### config.mk
export PLATFORM = sky130hd
export DESIGN_NAME = pitch_stabilizer
export DESIGN_NICKNAME = d
export VERILOG_FILES = /design/src/rtl/pitch_stabilizer.sv
export SDC_FILE = /design/constraint.sdc
export NUM_CORES = 1
export LEC_CHECK = 0
export CORE_ASPECT_RATIO = 1.5
export CORE_UTILIZATION = 55
export DETAILED_ROUTE_END_ITERATION = 7
export GPL_ROUTABILITY_DRIVEN = 0
export PLACE_DENSITY = 0.72
export SLEW_MARGIN = 20
export SYNTH_ARGS = -nofsm -noshare
export SYNTH_HDL_FRONTEND = slang
export SYNTH_SLANG_ARGS = --single-unit
### constraint.sdc
create_clock -name clk -period 10 [get_ports clk]
set_input_delay 1 -clock clk [delete_from_list [all_inputs] [get_ports clk]]
set_output_delay 1 -clock clk [all_outputs]
set_load 0.005 [all_outputs]
### src/rtl/pitch_stabilizer.sv
// Debounces the FFT peak-bin stream into a stable published pitch.
// A bin locks after CONFIRM consistent frames and holds through small wobble. The lock drops after a silence timeout.
module pitch_stabilizer #(
  parameter int NSamples = 256,
  parameter int BIN_W    = $clog2(NSamples),
  parameter int CONFIRM  = 4,
  parameter int TOL      = 1,
  parameter int MIN_BIN  = 2,
  parameter int TIMEOUT  = 2000000
) (
  input  logic             clk,
  input  logic             reset_n,
  input  logic [BIN_W-1:0] pitch_in_data,
  input  logic             pitch_in_valid,
  output logic [BIN_W-1:0] stable_bin,
  output logic             stable_locked,
  output logic             stable_change,
  output logic [1:0]       state_dbg
);

  localparam int CW  = $clog2(CONFIRM + 1);
  localparam int TW  = $clog2(TIMEOUT + 1);
  localparam int BW1 = BIN_W + 1;

  localparam logic [CW-1:0]  CONFIRM_C = CW'(CONFIRM);
  localparam logic [TW-1:0]  TIMEOUT_C = TW'(TIMEOUT);
  localparam logic [BW1-1:0] LO_BIN    = BW1'(MIN_BIN);
  localparam logic [BW1-1:0] HI_BIN    = BW1'(NSamples / 2 - 1);
  localparam logic [BW1-1:0] TOL_C     = BW1'(TOL);

  typedef enum logic [1:0] {
    IDLE      = 2'd0,
    CAND      = 2'd1,
    LOCKED    = 2'd2,
    LOCK_CAND = 2'd3
  } state_t;

  state_t           state;
  logic [BIN_W-1:0] cand;
  logic [CW-1:0]    cnt;
  logic [TW-1:0]    timer;

  logic             in_band;
  logic             near_cand;
  logic             near_stable;
  logic [CW-1:0]    cnt_next;
  logic             confirm_hit;
  logic             lock_state;

  // Distance is taken one bit wider than the bin so it never wraps.
  function automatic logic near(input logic [BIN_W-1:0] a, input logic [BIN_W-1:0] b);
    logic [BW1-1:0] d;
    if (a >= b) d = {1'b0, a} - {1'b0, b};
    else        d = {1'b0, b} - {1'b0, a};
    return (d <= TOL_C);
  endfunction

  assign in_band     = ({1'b0, pitch_in_data} >= LO_BIN) && ({1'b0, pitch_in_data} <= HI_BIN);
  assign near_cand   = near(pitch_in_data, cand);
  assign near_stable = near(pitch_in_data, stable_bin);
  assign cnt_next    = (cnt >= CONFIRM_C) ? CONFIRM_C : cnt + CW'(1);
  assign confirm_hit = (cnt_next >= CONFIRM_C);
  assign lock_state  = (state == LOCKED) || (state == LOCK_CAND);
  assign state_dbg   = state;

  always_ff @(posedge clk or negedge reset_n) begin
    if (!reset_n) begin
      state         <= IDLE;
      cand          <= '0;
      cnt           <= '0;
      timer         <= '0;
      stable_bin    <= '0;
      stable_locked <= 1'b0;
      stable_change <= 1'b0;
    end else begin
      stable_change <= 1'b0;
      if (lock_state && (timer != TIMEOUT_C)) timer <= timer + TW'(1);

      if (pitch_in_valid) begin
        case (state)
          IDLE: begin
            if (in_band) begin
              cand <= pitch_in_data;
              cnt  <= CW'(1);
              if (CONFIRM <= 1) begin
                state         <= LOCKED;
                stable_bin    <= pitch_in_data;
                stable_locked <= 1'b1;
                stable_change <= 1'b1;
                timer         <= '0;
              end else begin
                state <= CAND;
              end
            end
          end
          CAND: begin
            if (!in_band) begin
              state <= IDLE;
              cnt   <= '0;
            end else if (near_cand) begin
              cnt <= cnt_next;
              if (confirm_hit) begin
                state         <= LOCKED;
                stable_bin    <= pitch_in_data;
                stable_locked <= 1'b1;
                stable_change <= 1'b1;
                timer         <= '0;
              end
            end else begin
              cand <= pitch_in_data;
              cnt  <= CW'(1);
            end
          end
          LOCKED: begin
            // Out-of-band frames are ignored and leave the timer running.
            if (in_band) begin
              if (near_stable) begin
                timer <= '0;
              end else begin
                state <= LOCK_CAND;
                cand  <= pitch_in_data;
                cnt   <= CW'(1);
              end
            end
          end
          LOCK_CAND: begin
            if (in_band) begin
              if (near_stable) begin
                state <= LOCKED;
                cnt   <= '0;
                timer <= '0;
              end else if (near_cand) begin
                cnt <= cnt_next;
                if (confirm_hit) begin
                  state         <= LOCKED;
                  stable_bin    <= pitch_in_data;
                  stable_change <= (pitch_in_data != stable_bin);
                  timer         <= '0;
                end
              end else begin
                cand <= pitch_in_data;
                cnt  <= CW'(1);
              end
            end
          end
          default: state <= IDLE;
        endcase
      end else if (lock_state && (timer == TIMEOUT_C)) begin
        state         <= IDLE;
        cand          <= '0;
        cnt           <= '0;
        timer         <= '0;
        stable_bin    <= '0;
        stable_locked <= 1'b0;
        stable_change <= 1'b1;
      end
    end
  end

endmodule

[Yosys cells after proc, flatten, opt, wreduce, memory -nomap -nowiden]
Cells that the tools add are included.
Word-level totals
  register bits: 44
  output and inout port bits: 12
  word-level logic and storage cells: 116
Operators by class
  add/subtract/negate cells: 6
  $lt $le $gt $ge: 8
  equal/unequal tests: 17
  muxes and demuxes: 68
  reductions and logical operators: 10
Operator list (number)
  2-to-1 mux 21 bit: 10
  2-to-1 mux 8 bit: 15
  one-hot mux 21 bit (3 select lines): 1
  subtractor 8 x 8 -> 9 bit: 4
  one-hot mux 8 bit (4 select lines): 1
  2-to-1 mux 3 bit: 10
  adder 21 x 1 -> 21 bit, second input constant: 1
  equality test 21 bit, second input constant: 1
  inequality test 21 bit, second input constant: 1
  2-to-1 mux 2 bit: 10
  less-or-equal comparator 9 x 1 -> 1 bit, second input constant: 2
  2-to-1 mux 9 bit: 2
  inequality test 3 bit, second input constant: 6
  >= comparator 8 bit: 2
  one-hot mux 8 bit (2 select lines): 1
  2-to-1 mux 1 bit: 15
  AND reduction 5 bit: 3
  one-hot mux 3 bit (4 select lines): 1
  >= comparator 8 x 2 -> 1 bit, second input constant: 1
  less-or-equal comparator 8 x 7 -> 1 bit, second input constant: 1
  inequality test 2 x 1 -> 1 bit, second input constant: 4
  inequality test 8 bit: 1
  one-hot mux 2 bit (4 select lines): 1
  AND reduction 7 bit: 1
  other kinds (10): 14

[Longest topological paths before layout]
  word-level depth: 10
  gate-level depth with buffers: 14
  mapped depth without buffers: 13

[Worst setup path after synthesis]
Ideal clock, no wire load.
  path kind: input to register
  start: input port pitch_in_data[4]
  end: register cand[0]
  setup time: 125 ps
  arrival time: 3751 ps
  path slack: 6124 ps
  stages on the path: 12
  cells stage by stage: inv_1 > ha_1 > buf_6 > a21o_1 > a31o_4 > a221oi_4 > mux2i_1 > xnor2_2 > nor4_4 > nand3_4 > nand3_4 > mux2_4
Between the ends
  longest elaborated chain between the ends: 8
Ends and longest elaborated chain
  from (decl): RTL line 13  | input logic [BIN_W-1:0] pitch_in_data,
  subtractor 8 x 8 -> 9 bit, or another cell as far along: RTL line 54  | else d = {1'b0, b} - {1'b0, a};
  2-to-1 mux 9 bit: RTL line 53  | if (a >= b) d = {1'b0, a} - {1'b0, b};
  less-or-equal comparator 9 x 1 -> 1 bit: RTL line 55  | return (d <= TOL_C);
  2-to-1 mux 8 bit (3 in series)
  one-hot mux 8 bit (4 select lines)
  2-to-1 mux 8 bit
  to (signal assigned): RTL line 83  | cand <= pitch_in_data;
  to (signal assigned): RTL line 110  | cand <= pitch_in_data;
  to (signal assigned): RTL line 121  | cand <= pitch_in_data;
  to (decl): RTL line 39  | logic [BIN_W-1:0] cand;
Parallel ways exist; a longest one is shown, timed or not. The select of a mux whose other input is x is not followed.
A chain may end at the register's enable or synchronous reset.

[Worst setup path in the final report]
  start: input port pitch_in_data[4]
  end: register timer[5]
Between the ends
  longest elaborated chain between the ends: 8
Ends and longest elaborated chain
  subtractor 8 x 8 -> 9 bit, or another cell as far along: RTL line 54
  2-to-1 mux 9 bit: RTL line 53
  less-or-equal comparator 9 x 1 -> 1 bit: RTL line 55
  2-to-1 mux 21 bit: RTL line 132  | end else if (near_cand) begin
  2-to-1 mux 21 bit: RTL line 128  | if (near_stable) begin
  2-to-1 mux 21 bit: RTL line 127  | if (in_band) begin
  one-hot mux 21 bit (3 select lines) (*): RTL line 80  | case (state)
  2-to-1 mux 21 bit (*): RTL line 79  | if (pitch_in_valid) begin
  to (signal assigned): RTL line 77  | if (lock_state && (timer != TIMEOUT_C)) timer <= timer + TW'(1);
  to (decl): RTL line 41  | logic [TW-1:0] timer;
Mark *: on every way between the ends. The rest lies on a longest branch, timed or not.

==> results.md <==
- Post-Synthesis Net Count: 496
- Y dimension of the die: 107 um
- PD cells: about 120 mW/mm2
- Number of synthesized register bits: 44
- Maximum clock rate: approximately 0.21 GHz
- Leakage dissipation: roughly 1.9 nW
- Starting DRT DRC Count: between 150 and 200
- Clock latency reported for the late side of the worst-skew pair: roughly 0.3 ns
- Aggregate global routing overflow: 0
- Proportion of netlist area held by the largest area contributor: 27.4%
- Max-slew headroom: between 20 and 30%
- Number of routed nets with antenna violations: 0
- Multi-input gate area in the final layout: 0.00262 mm2
- Clock sinks: 44
- Switching pwr: 174 uW
- Kind of start point of the critical path: primary input
- Number of setup violations in the final report: 0
- Commonest non-fill, non-tap cell in the layout: sky130_fd_sc_hd__dfrtp_1
- Critical path type: primary input to register
- Leading register cell type out of synthesis: sky130_fd_sc_hd__dfrtp_1
- Area of the core region: 0.00694 mm2
- Post-CTS Hold Buffers: 0
- Post-synthesis instance area: 0.00402 mm2
- Run status: completed
- Setup_tns: 0 ns
- Number of I/O pins: 23
- Largest net degree at the start of global routing: 45
- Actual slew at the worst max-slew pin: 1.05 ns
- Smallest hold slack: about 0.51 ns
- Global-route wire length before repair: 15.9 mm
- Die ar.: around 0.0077 mm2
- Synth-to-layout area growth: 6.78%
- Part of the Yosys area used for sequential elements: between 20% and 30%
- Number of enable-type register cells in the synthesized netlist: 0
- Clk slew on worst S/H paths: roughly 0.08 ns
- Final design area excluding fillers: around 0.0043 mm2
- Total number of vias: between 3000 and 4000
- Initial Utilization: between 50 and 60%
- Area post-placement: ~0.0042 mm2
- Die W: 71.8 um
- Via count of the first global-routing pass: about 3400
- Mapped Avg Cell Area: roughly 9.0 um2
- Commonest cells after routing, fill and taps aside: sky130_fd_sc_hd__dfrtp_1, sky130_fd_sc_hd__nor2_1, sky130_fd_sc_hd__inv_1, sky130_fd_sc_hd__ha_1, sky130_fd_sc_hd__nand2_1
- Required time of the worst setup path: around 10 ns
- Final Critical Period: about 4.8 ns
- Cell taking the most area after synthesis: sky130_fd_sc_hd__dfrtp_1
- Count of max-cap constraint violations: 0
- Worst vdd ir: ~0.09 mV
- Placed wire-length estimate after detailed placement: 7.28 mm
- Post-detailed-route via-to-cell ratio: roughly 6.2
- Net Sw Frac: ~33%
- Average wire length per cell after detail routing: 17.8 um
- Asr flop ratio synth: between 90% and 100%
- Cell count after synthesis: about 450
- Critical path endpoint category: register
- DRC violation count after routing: 0
- Netlist cell types: slightly above 70
- I/O Buffers: 22
- Layout cells sized above 1: about 12%
- First drt pass iteration count: 5
- Clock power frac: around 29%
- Routed WL: 9.52 mm
- Final period utilization: between 40% and 50%
- # Post-CTS Setup Buffers: 0
- Final core utilization: roughly 60%
- Worst Path Max Fanout: 21
- Number of antenna violations at the first check in global routing: 0
- Fillers: 623
- Placement row count: 37
- Combinational share of power: between 30% and 40%
- Final count of pins violating max slew: 0
- CTS max path bufs: 2
- Syn. warnings: 0
- Leading cell types by total area after synthesis: sky130_fd_sc_hd__dfrtp_1, sky130_fd_sc_hd__ha_1, sky130_fd_sc_hd__nor2_1, sky130_fd_sc_hd__inv_1, sky130_fd_sc_hd__xor2_1
- Hold WC Path Type: register to register
- RSZ-0062 raised after global routing: false
- Gr usage total: between 20% and 30%
- Ant. Diodes: 0
- Clock Tree Root: sky130_fd_sc_hd__clkbuf_8
- Post-Route Skew: between 0.01 and 0.015 ns
- Total internal power: 352 uW
- CTS tree: done
- Final hold vios: 0
- Post-CTS resize count: 0
- FF+latch area: roughly 0.0011 mm2
- Total number of H-tree levels: 2
- Critical path arrival: between 4 and 5 ns
- NumNets Final: 507
- Clock buffer count from CTS: 5
- Sequential power share: between 30% and 40%
-- power by group through the flow --
stage	Sequential (mW)	Combinational, mW	Clock, mW
2_1_floorplan	0.197	0.139	0
3_3_place_gp	0.199	0.173	0
3_5_place_dp	0.199	0.175	0
4_1_cts	0.196	0.176	0.154
5_1_grt	0.197	0.197	0.160
6_report	0.196	0.178	0.152
-- sequential cells by signal, summed over array words and instances, names as in the netlist --
| register | count |
|---|---|
| cand | 8 |
| cnt | 3 |
| stable_locked | 1 |
| timer | 21 |
| stable_bin | 8 |
| state_dbg | 2 |
| stable_change | 1 |
-- worst paths after layout --
path,cells after the start,end,slack (ns),from
worst min-delay path,1,stable_locked,0.51,stable_locked
worst min register to register,1,stable_locked,0.51,stable_locked
worst max register to register,10,timer[5],6.19,stable_bin[4]
worst max-delay path,12,timer[5],5.21,pitch_in_data[4]
min in group asynchronous,1,cand[1],0.68,reset_n
max in group asynchronous,1,timer[6],8.92,reset_n
-- Yosys cell counts, drive strengths merged (2+ instances only) --
| library cell | instances |
|---|---|
| a31oi | 10 |
| a211o | 3 |
| a21boi | 2 |
| dfrtp | 44 |
| nor4b | 3 |
| fa | 4 |
| and4 | 3 |
| o21ai | 17 |
| and2 | 7 |
| or2 | 2 |
| o21a | 3 |
| a21o | 17 |
| mux2i | 9 |
| nand3 | 18 |
| nand2 | 32 |
| o211ai | 7 |
| a21oi | 21 |
| xnor2 | 14 |
| and3 | 9 |
| nor2 | 45 |
| nor2b | 3 |
| nor3 | 16 |
| clkbuf | 7 |
| xor2 | 15 |
| a31o | 2 |
| a211oi | 3 |
| nand4 | 11 |
| nor4 | 3 |
| mux2 | 7 |
| nor3b | 3 |
| ha | 36 |
| nand3b | 3 |
| buf | 10 |
| inv | 36 |
-- metal layers --
| layer | track usage (%) | vias to the layer above | routed length, um |
|---|---|---|---|
| met5 | 0 | - | 0 |
| met4 | 9.66 | 0 | 309 |
| met3 | 3.48 | 25 | 341 |
| met2 | 49.9 | 88 | 5100 |
| met1 | 29.5 | 1600 | 3760 |
| li1 | - | 1591 | - |
-- layout make-up --
cell class	count	area share, %
Clock buffer	7	2.24
Multi-Input combinational cell	347	60.9
Timing Repair Buffer	22	5.07
Clock inverter	1	0.700
Sequential cell	44	25.6
Tap cell	78	2.27
Inverter	36	3.15
-- cells by family after synthesis --
| group | share of synthesized area [%] |
|---|---|
| simple gates | 23.1 |
| compound gates | 17.4 |
| buf+inv | 7.56 |
| flops | 27.4 |
| fa+ha+maj | 13.2 |
| xor+xnor | 6.51 |
| mux | 4.86 |
-- through the flow --
step | setup slack [ns] | total power [mW] | std cells
after floorplan | 6.12 | 0.336 | 445
after detailed placement | 4.89 | 0.374 | 527
after CTS | 5.21 | 0.526 | 535
after global routing | 4.96 | 0.554 | 535
after global placement | 4.98 | 0.372 | 527
final | 5.21 | 0.526 | 535
-- critical path: stages --
cell	delay, ns
sky130_fd_sc_hd__clkdlybuf4s50_1	0.57
sky130_fd_sc_hd__inv_1	0.12
sky130_fd_sc_hd__ha_1	0.44
sky130_fd_sc_hd__a21o_1	0.24
sky130_fd_sc_hd__a31o_4	0.27
sky130_fd_sc_hd__a221oi_4	0.48
sky130_fd_sc_hd__mux2i_1	0.35
sky130_fd_sc_hd__xnor2_2	0.11
sky130_fd_sc_hd__nor4_4	0.45
sky130_fd_sc_hd__nand3_2	0.18
sky130_fd_sc_hd__a21oi_4	0.59
sky130_fd_sc_hd__nor2_1	0.13
Note: power is estimated with default switching activity, not from simulation.
